$ cat config.mk
export PLATFORM = sky130hd
export DESIGN_NAME = axi_lite_wr_front
export DESIGN_NICKNAME = d
export VERILOG_FILES = /design/src/rtl/axi_lite_wr_front.sv
export SDC_FILE = /design/constraint.sdc
export NUM_CORES = 1
export LEC_CHECK = 0
export BUFFER_PORTS_ARGS = -buffer_cell sky130_fd_sc_hd__buf_2
export CORE_UTILIZATION = 35
export CTS_CLUSTER_SIZE = 10
export DETAILED_ROUTE_END_ITERATION = 12
export GPL_TIMING_DRIVEN = 0
export PLACE_DENSITY = 0.58
export SLEW_MARGIN = 10
export SYNTH_ARGS = -nofsm -noshare
export SYNTH_HDL_FRONTEND = slang
export SYNTH_SLANG_ARGS = --single-unit
$ cat constraint.sdc
create_clock -name S_AXI_ACLK -period 1.2 [get_ports S_AXI_ACLK]
set_input_delay 0.12 -clock S_AXI_ACLK [delete_from_list [all_inputs] [get_ports S_AXI_ACLK]]
set_output_delay 0.12 -clock S_AXI_ACLK [all_outputs]
set_load 0.01 [all_outputs]
$ cat src/rtl/axi_lite_wr_front.sv
// axi_lite_wr_front: AXI4-Lite write front end; pairs AW/W beats into a one-cycle register write strobe.
// Rev 1.0
`default_nettype none

module axi_lite_wr_front #(
  parameter int C_S_AXI_DATA_WIDTH = 32,
  parameter int C_S_AXI_ADDR_WIDTH = 4,
  parameter int C_NUM_REGS         = 4
) (
  input  logic                              S_AXI_ACLK,
  input  logic                              S_AXI_ARESETN,
  input  logic [C_S_AXI_ADDR_WIDTH-1:0]     S_AXI_AWADDR,
  input  logic [2:0]                        S_AXI_AWPROT,
  input  logic                              S_AXI_AWVALID,
  output logic                              S_AXI_AWREADY,
  input  logic [C_S_AXI_DATA_WIDTH-1:0]     S_AXI_WDATA,
  input  logic [C_S_AXI_DATA_WIDTH/8-1:0]   S_AXI_WSTRB,
  input  logic                              S_AXI_WVALID,
  output logic                              S_AXI_WREADY,
  output logic [1:0]                        S_AXI_BRESP,
  output logic                              S_AXI_BVALID,
  input  logic                              S_AXI_BREADY,
  output logic                              slv_reg_wren,
  output logic [C_S_AXI_ADDR_WIDTH-1:0]     axi_awaddr,
  output logic [C_S_AXI_DATA_WIDTH-1:0]     slv_wdata,
  output logic [C_S_AXI_DATA_WIDTH/8-1:0]   slv_wstrb
);

  localparam logic [1:0] RESP_OKAY   = 2'b00;
  localparam logic [1:0] RESP_SLVERR = 2'b10;

  logic                              aw_full;
  logic                              w_full;
  logic [C_S_AXI_ADDR_WIDTH-1:0]     aw_addr_q;
  logic [C_S_AXI_DATA_WIDTH-1:0]     w_data_q;
  logic [C_S_AXI_DATA_WIDTH/8-1:0]   w_strb_q;
  logic                              aw_hs;
  logic                              w_hs;
  logic                              commit;
  logic                              in_range;
  logic [31:0]                       reg_index;
  logic                              unused_prot;

  assign unused_prot = ^S_AXI_AWPROT;

  // READY is gated by reset so it reads 0 during reset regardless of flag timing.
  assign S_AXI_AWREADY = S_AXI_ARESETN & ~aw_full;
  assign S_AXI_WREADY  = S_AXI_ARESETN & ~w_full;

  assign aw_hs     = S_AXI_AWVALID & S_AXI_AWREADY;
  assign w_hs      = S_AXI_WVALID  & S_AXI_WREADY;
  assign commit    = aw_full & w_full & (~S_AXI_BVALID | S_AXI_BREADY);
  assign reg_index = 32'(aw_addr_q[C_S_AXI_ADDR_WIDTH-1:2]);
  assign in_range  = reg_index < 32'(C_NUM_REGS);

  always_ff @(posedge S_AXI_ACLK or negedge S_AXI_ARESETN) begin
    if (!S_AXI_ARESETN) begin
      aw_full   <= 1'b0;
      aw_addr_q <= '0;
    end else if (aw_hs) begin
      aw_full   <= 1'b1;
      aw_addr_q <= S_AXI_AWADDR;
    end else if (commit) begin
      aw_full   <= 1'b0;
    end
  end

  always_ff @(posedge S_AXI_ACLK or negedge S_AXI_ARESETN) begin
    if (!S_AXI_ARESETN) begin
      w_full   <= 1'b0;
      w_data_q <= '0;
      w_strb_q <= '0;
    end else if (w_hs) begin
      w_full   <= 1'b1;
      w_data_q <= S_AXI_WDATA;
      w_strb_q <= S_AXI_WSTRB;
    end else if (commit) begin
      w_full   <= 1'b0;
    end
  end

  // A commit on the same edge as BREADY replaces the response without a bubble.
  always_ff @(posedge S_AXI_ACLK or negedge S_AXI_ARESETN) begin
    if (!S_AXI_ARESETN) begin
      slv_reg_wren <= 1'b0;
      axi_awaddr   <= '0;
      slv_wdata    <= '0;
      slv_wstrb    <= '0;
      S_AXI_BVALID <= 1'b0;
      S_AXI_BRESP  <= RESP_OKAY;
    end else if (commit) begin
      slv_reg_wren <= in_range;
      axi_awaddr   <= aw_addr_q;
      slv_wdata    <= w_data_q;
      slv_wstrb    <= w_strb_q;
      S_AXI_BVALID <= 1'b1;
      S_AXI_BRESP  <= in_range ? RESP_OKAY : RESP_SLVERR;
    end else begin
      slv_reg_wren <= 1'b0;
      if (S_AXI_BREADY) begin
        S_AXI_BVALID <= 1'b0;
      end
    end
  end

endmodule

`default_nettype wire
; ---- Word-level counts from Yosys, hierarchy flattened
; Index checks and enable logic that the tools add are counted.
[totals]
output_inout_bits = 46
reg_bits = 86
in_bits = 48
[classes]
n_mux = 7
magnitude_cmp = 1
n_reduce_logical = 3
bitwise_logic = 10
[op_table]
columns = cell, count
row1 = bitwise AND 1 bit, 6
row2 = 2-to-1 mux 1 bit, 6
row3 = nonzero test 2 bit, 3
row4 = "< comparator 2 x 3 -> 1 bit, second input constant", 1
row5 = NOT 1 bit, 3
row6 = 2-to-1 mux 2 bit, 1
row7 = OR 1 bit, 1

; ---- Logic depth before layout (Yosys ltp)
[logic_depth]
word_depth = 5
ltp_mapped = 5
depth_no_buf = 3

; ---- Worst setup path before layout
; Ideal clock, no wire load.
[synth_timing]
path_type = reg2reg
from = register S_AXI_BVALID
to = register axi_awaddr[3]
setup_slack_ps = -140
required_time_ps = 1075
arrival_ps = 1214
synth_period_minus_slack_ps = 1340
n_path_buf = 2
stages_incl_launch_ff = 6
path_cell_list = dfrtp_1 nand2b_4 nor2b_4 buf_8 buf_12 mux2_4
[synth_between]
elab_chain_len = 3
[synth_rtl]
columns = element, line
row1 = start: declaration, 21  ; output logic S_AXI_BVALID,
row2 = start signal: assignment, 89  ; S_AXI_BVALID <= 1'b0;
row3 = start signal: assignment, 96  ; S_AXI_BVALID <= 1'b1;
row4 = start signal: assignment, 101  ; S_AXI_BVALID <= 1'b0;
row5 = NOT 1 bit, 52  ; assign commit = aw_full & w_full & (~S_AXI_BVALID | S_AXI_BREADY);
row6 = OR 1 bit, 52
row7 = bitwise AND 1 bit, 52
row8 = end signal: assignment, 93  ; axi_awaddr <= aw_addr_q;
row9 = end: declaration, 24  ; output logic [C_S_AXI_ADDR_WIDTH-1:0] axi_awaddr,
; Every way passes these cells.
; A chain may end at the register's enable or synchronous reset.

; ---- Worst setup path in the final report
[layout_timing]
from = register S_AXI_BVALID
to = register slv_wdata[16]
[layout_between]
elab_chain_len = 3
[layout_rtl]
columns = element, line
row1 = NOT 1 bit, 52
row2 = OR 1 bit, 52
row3 = bitwise AND 1 bit, 52
row4 = end signal: assignment, 94  ; slv_wdata <= w_data_q;
row5 = end: declaration, 25  ; output logic [C_S_AXI_DATA_WIDTH-1:0] slv_wdata,
; Every way passes these cells.

==> metrics.txt <==
# TYPE chip_impl_metric gauge
chip_impl_metric{name="place.detailed.hpwl",unit="mm"} 4.16
chip_impl_metric{name="worst-path-stages",unit=""} 5
chip_impl_metric{name="share_clk_of_total_power",unit=""} 0.150
chip_impl_metric{name="place.gp.congestion",unit=""} 0.647
chip_impl_metric{name="count_of_max_cap_constraint_violations",unit=""} 0
chip_impl_metric{name="synth_warnings",unit=""} 0
chip_impl_metric{name="synth-async-reset-ratio",unit=""} 1.00
chip_impl_metric{name="cts.sinks",unit=""} 84
chip_impl_metric{name="syn-mean-instance-area",unit="um2"} 18.8
chip_impl_metric{name="synth-edff-count",unit=""} 0
chip_impl_metric{name="first_global_vias",unit=""} 2035
chip_impl_info{name="yosysMostFrequentCell",value="dfrtp_1"} 1
chip_impl_info{name="netlist_top_cells_area",value="dfrtp_1, mux2_4, buf_12, mux2_2, and2b_1"} 1
chip_impl_metric{name="leakagePower",unit="uW"} 0.00249
chip_impl_metric{name="timing.critical_path.required",unit="ns"} 1.43
chip_impl_metric{name="floorplan.die.width",unit="um"} 102
chip_impl_metric{name="rows",unit=""} 36
chip_impl_metric{name="seq_power_share",unit=""} 0.415
chip_impl_metric{name="synthDistinctLibCells",unit=""} 17
chip_impl_metric{name="synth_seq_cells",unit=""} 84
chip_impl_metric{name="post-route-period-util",unit=""} 1.16
chip_impl_metric{name="fp.coreArea",unit="um2"} 9770
chip_impl_metric{name="design.final.nets",unit=""} 388
chip_impl_metric{name="p_per_area",unit="nW/um2"} 2450
chip_impl_info{name="rsz_0062_raised_after_global_routing",value="true"} 1
chip_impl_metric{name="r2r_setup_slack",unit="ns"} -0.19
chip_impl_info{name="synth.top_cells.by_count",value="dfrtp_1, mux2_4, mux2_2, buf_12, nand2_1"} 1
chip_impl_metric{name="timing.hold.ws",unit="ns"} -0.336
chip_impl_metric{name="place.port_buffers",unit=""} 88
chip_impl_metric{name="drt-pass1-iter-count",unit=""} 3
chip_impl_info{name="crit_path_end",value="slv_wdata[16]"} 1
chip_impl_metric{name="layout.cell_area.non_filler",unit="um2"} 4980
chip_impl_metric{name="summed_instance_area_of_the_synthesized_netlist",unit="um2"} 3530
chip_impl_info{name="timing_worst_setup_path_type",value="flip-flop to flip-flop"} 1
chip_impl_info{name="worst_setup_path_start_kind",value="flip-flop"} 1
chip_impl_metric{name="timing.final.crit_period",unit="ns"} 1.39
chip_impl_metric{name="io-pin-count",unit=""} 94
chip_impl_info{name="status",value="finished with violations"} 1
chip_impl_metric{name="synthCells",unit=""} 188
chip_impl_metric{name="timing.reg2reg.worst_path_depth",unit=""} 5
chip_impl_metric{name="routed_wire_length_per_instance",unit="um"} 14.5
chip_impl_metric{name="vdd_ir_drop_max",unit="mV"} 0.971
chip_impl_info{name="critical-path-top-delay-family",value="flip-flops"} 1
chip_impl_metric{name="grt_use_total",unit=""} 0.130
chip_impl_info{name="timing.critical_path.slowest_stage_cell",value="dfrtp_1"} 1
chip_impl_metric{name="postRouteWirelength",unit="mm"} 6.91
chip_impl_metric{name="yosysTopAreaCellShare",unit=""} 0.596
chip_impl_info{name="critical_path.cell_chain",value="nand2b_4 > nor2b_4 > buf_12 > clkbuf_16 > mux2_4"} 1
chip_impl_info{name="endpoint_kind",value="flip-flop"} 1
chip_impl_metric{name="timing_max_transition_violations_final",unit=""} 0
chip_impl_metric{name="finalHoldViolations",unit=""} 54
chip_impl_metric{name="globalRoute.totalOverflow",unit=""} 0
chip_impl_metric{name="floorplan.die_area",unit="um2"} 10500
chip_impl_metric{name="clk_pin_slew",unit="ns"} 0.10
chip_impl_metric{name="internal_power",unit="uW"} 8570
chip_impl_metric{name="clock-skew-final",unit="ns"} 0.0121
chip_impl_info{name="failed_checks",value="negative hold slack, negative setup slack"} 1
chip_impl_metric{name="routed-via-count",unit=""} 2054
chip_impl_metric{name="placed_cell_area",unit="um2"} 4170
chip_impl_info{name="critPathLaunch",value="S_AXI_BVALID"} 1
chip_impl_info{name="clk_root_buffer_cell",value="clkbuf_8"} 1
chip_impl_metric{name="slowest_stage_delay_on_critical_path",unit="ns"} 0.41
chip_impl_metric{name="switching_share",unit=""} 0.296
chip_impl_metric{name="largest_fanout_on_the_critical_path",unit=""} 8
chip_impl_metric{name="arrival_time_at_the_worst_endpoint",unit="ns"} 1.62
chip_impl_metric{name="grt_max_degree",unit=""} 54
chip_impl_metric{name="clk_latency",unit="ns"} 0.35
chip_impl_metric{name="worstPathBufferInverterCount",unit=""} 2
chip_impl_metric{name="number_of_buffers_inserted_during_clock_tree_synthesis",unit=""} 9
chip_impl_metric{name="first_iter_violations",unit=""} 33
chip_impl_metric{name="antenna_nets_post_route",unit=""} 0
chip_impl_metric{name="post-route-worst-setup-slack",unit="ns"} -0.188
chip_impl_info{name="critical_path.reg2reg.endpoint",value="slv_wdata[16]"} 1
chip_impl_info{name="postSynth.topFlopCell",value="dfrtp_1"} 1
chip_impl_metric{name="grt_pass1_wl",unit="mm"} 10.1
chip_impl_metric{name="chipHeight",unit="um"} 102
chip_impl_info{name="cts_tree",value="yes"} 1
chip_impl_metric{name="setup_viol",unit=""} 78
chip_impl_metric{name="syn_to_final_growth",unit="%"} 41.1
chip_impl_metric{name="final_layout_size_suffix_gt1_frac",unit=""} 0.610
chip_impl_metric{name="switching_power",unit="uW"} 3610
chip_impl_metric{name="pre_cts_ws",unit="ns"} -0.608
chip_impl_info{name="synthDominantAreaCellType",value="dfrtp_1"} 1
chip_impl_metric{name="antennaDiodeCount",unit=""} 0
chip_impl_info{name="worst_hold_path_type",value="input port to async pin"} 1
chip_impl_metric{name="via_per_inst",unit=""} 4.31
chip_impl_metric{name="p_comb_frac",unit=""} 0.435
chip_impl_metric{name="cts_htree_levels",unit=""} 3
chip_impl_info{name="worst_reg2reg_path_startpoint",value="S_AXI_BVALID"} 1
chip_impl_metric{name="yosysSeqAreaShare",unit=""} 0.596
chip_impl_metric{name="initial_core_util",unit=""} 0.361
chip_impl_metric{name="grt_antenna_before_repair",unit=""} 0
chip_impl_metric{name="cts-root-to-sink-buffers",unit=""} 2
chip_impl_metric{name="tns",unit="ns"} -11.13
chip_impl_metric{name="achievable-frequency",unit="MHz"} 721
chip_impl_metric{name="drc_errors",unit=""} 0
## cells by family after synthesis
kind of cell,count (synthesis),share of synthesized area
mux,80,0.328
compound gates,2,0.00390
other cells,1,0.00106
simple gates,10,0.0202
buf+inv,11,0.0514
flops,84,0.596
## flip-flops by register name, summed over array words and instances (netlist names)
name,cells
slv_wdata,32
aw_full,1
S_AXI_BVALID,1
axi_awaddr,4
w_full,1
aw_addr_q,4
w_data_q,32
slv_wstrb,4
slv_reg_wren,1
w_strb_q,4
## cell usage in the layout (no fill, tap or decap)
cell           instances
buf_2                 87
dfrtp_1               84
mux2_4                70
dlygate4sd3_1         40
mux2_2                10
clkbuf_8              10
buf_12                 9
buf_4                  5
buf_16                 4
clkinvlp_4             3
clkbuf_16              3
and2b_1                2
nand2_2                2
nand2_1                2
conb_1                 2
inv_6                  2
nand2b_4               1
nor2b_4                1
nand3b_1               1
buf_8                  1
a22o_1                 1
a21oi_1                1
nor2_1                 1
clkinv_4               1
buf_6                  1
## per-layer routing
layer | vias to the layer above | track usage | wire length (um)
li1 | 953 | - | -
met2 | 53 | 0.197 | 3230
met4 | 0 | 0.0659 | 119
met1 | 1037 | 0.173 | 3280
met5 | - | 0 | 0
met3 | 11 | 0.0335 | 281
## through the flow
step,total power [uW],utilization,instances,hold WS (ns)
6_report,12200,0.509,477,-0.336
5_1_grt,12900,0.509,477,-0.330
4_1_cts,12100,0.498,472,-0.359
3_5_place_dp,9900,0.427,411,0.118
3_3_place_gp,9760,0.423,410,0.352
2_1_floorplan,8520,-,189,-0.176
## area by class of cell
cell class                      instances  area (um2)
Timing Repair Buffer                  140        1090
Clock inverter                          6        48.8
Sequential cell                        84        2100
Buffer                                 11         190
Multi-Input combinational cell         94        1260
Fill cell                             865        4800
Tap cell                              133         166
Clock buffer                            9         124
## worst min path at each step
stage	startpoint	end	slack, ns
after floorplan	S_AXI_ARESETN	S_AXI_BVALID	-0.18
after global placement	S_AXI_WDATA[22]	w_data_q[22]	0.35
after detailed placement	S_AXI_ARESETN	slv_wdata[5]	0.12
after CTS	S_AXI_ARESETN	slv_wdata[5]	-0.36
after global routing	S_AXI_ARESETN	slv_wdata[5]	-0.33
final	S_AXI_ARESETN	slv_wdata[5]	-0.34
## power groups by stage
stage	combinational (uW)	sequential [uW]	clock, uW
floorplan	3220	5300	0
global placement	4710	5050	0
detailed placement	4790	5100	0
CTS	5180	5070	1910
global route	5680	5240	2000
finish	5300	5060	1830
## worst register-to-register path, delay by kind of cell, from the launching register on
kind	cells	cell delay (ns)
flops	1	0.41
buf+inv	2	0.34
mux	1	0.29
simple gates	2	0.23
## timing repair
item / CTS / global route
pin swaps: 0 / 1
endpoints found under the hold margin: 73 / 37
hold buffers: 38 / 2
setup buffers: 5 / 0
setup endpoints to repair: 82 / 82
gates resized for setup: 7 / 4
gates cloned: 3 / 3
Note: power is estimated with default switching activity, not from simulation.
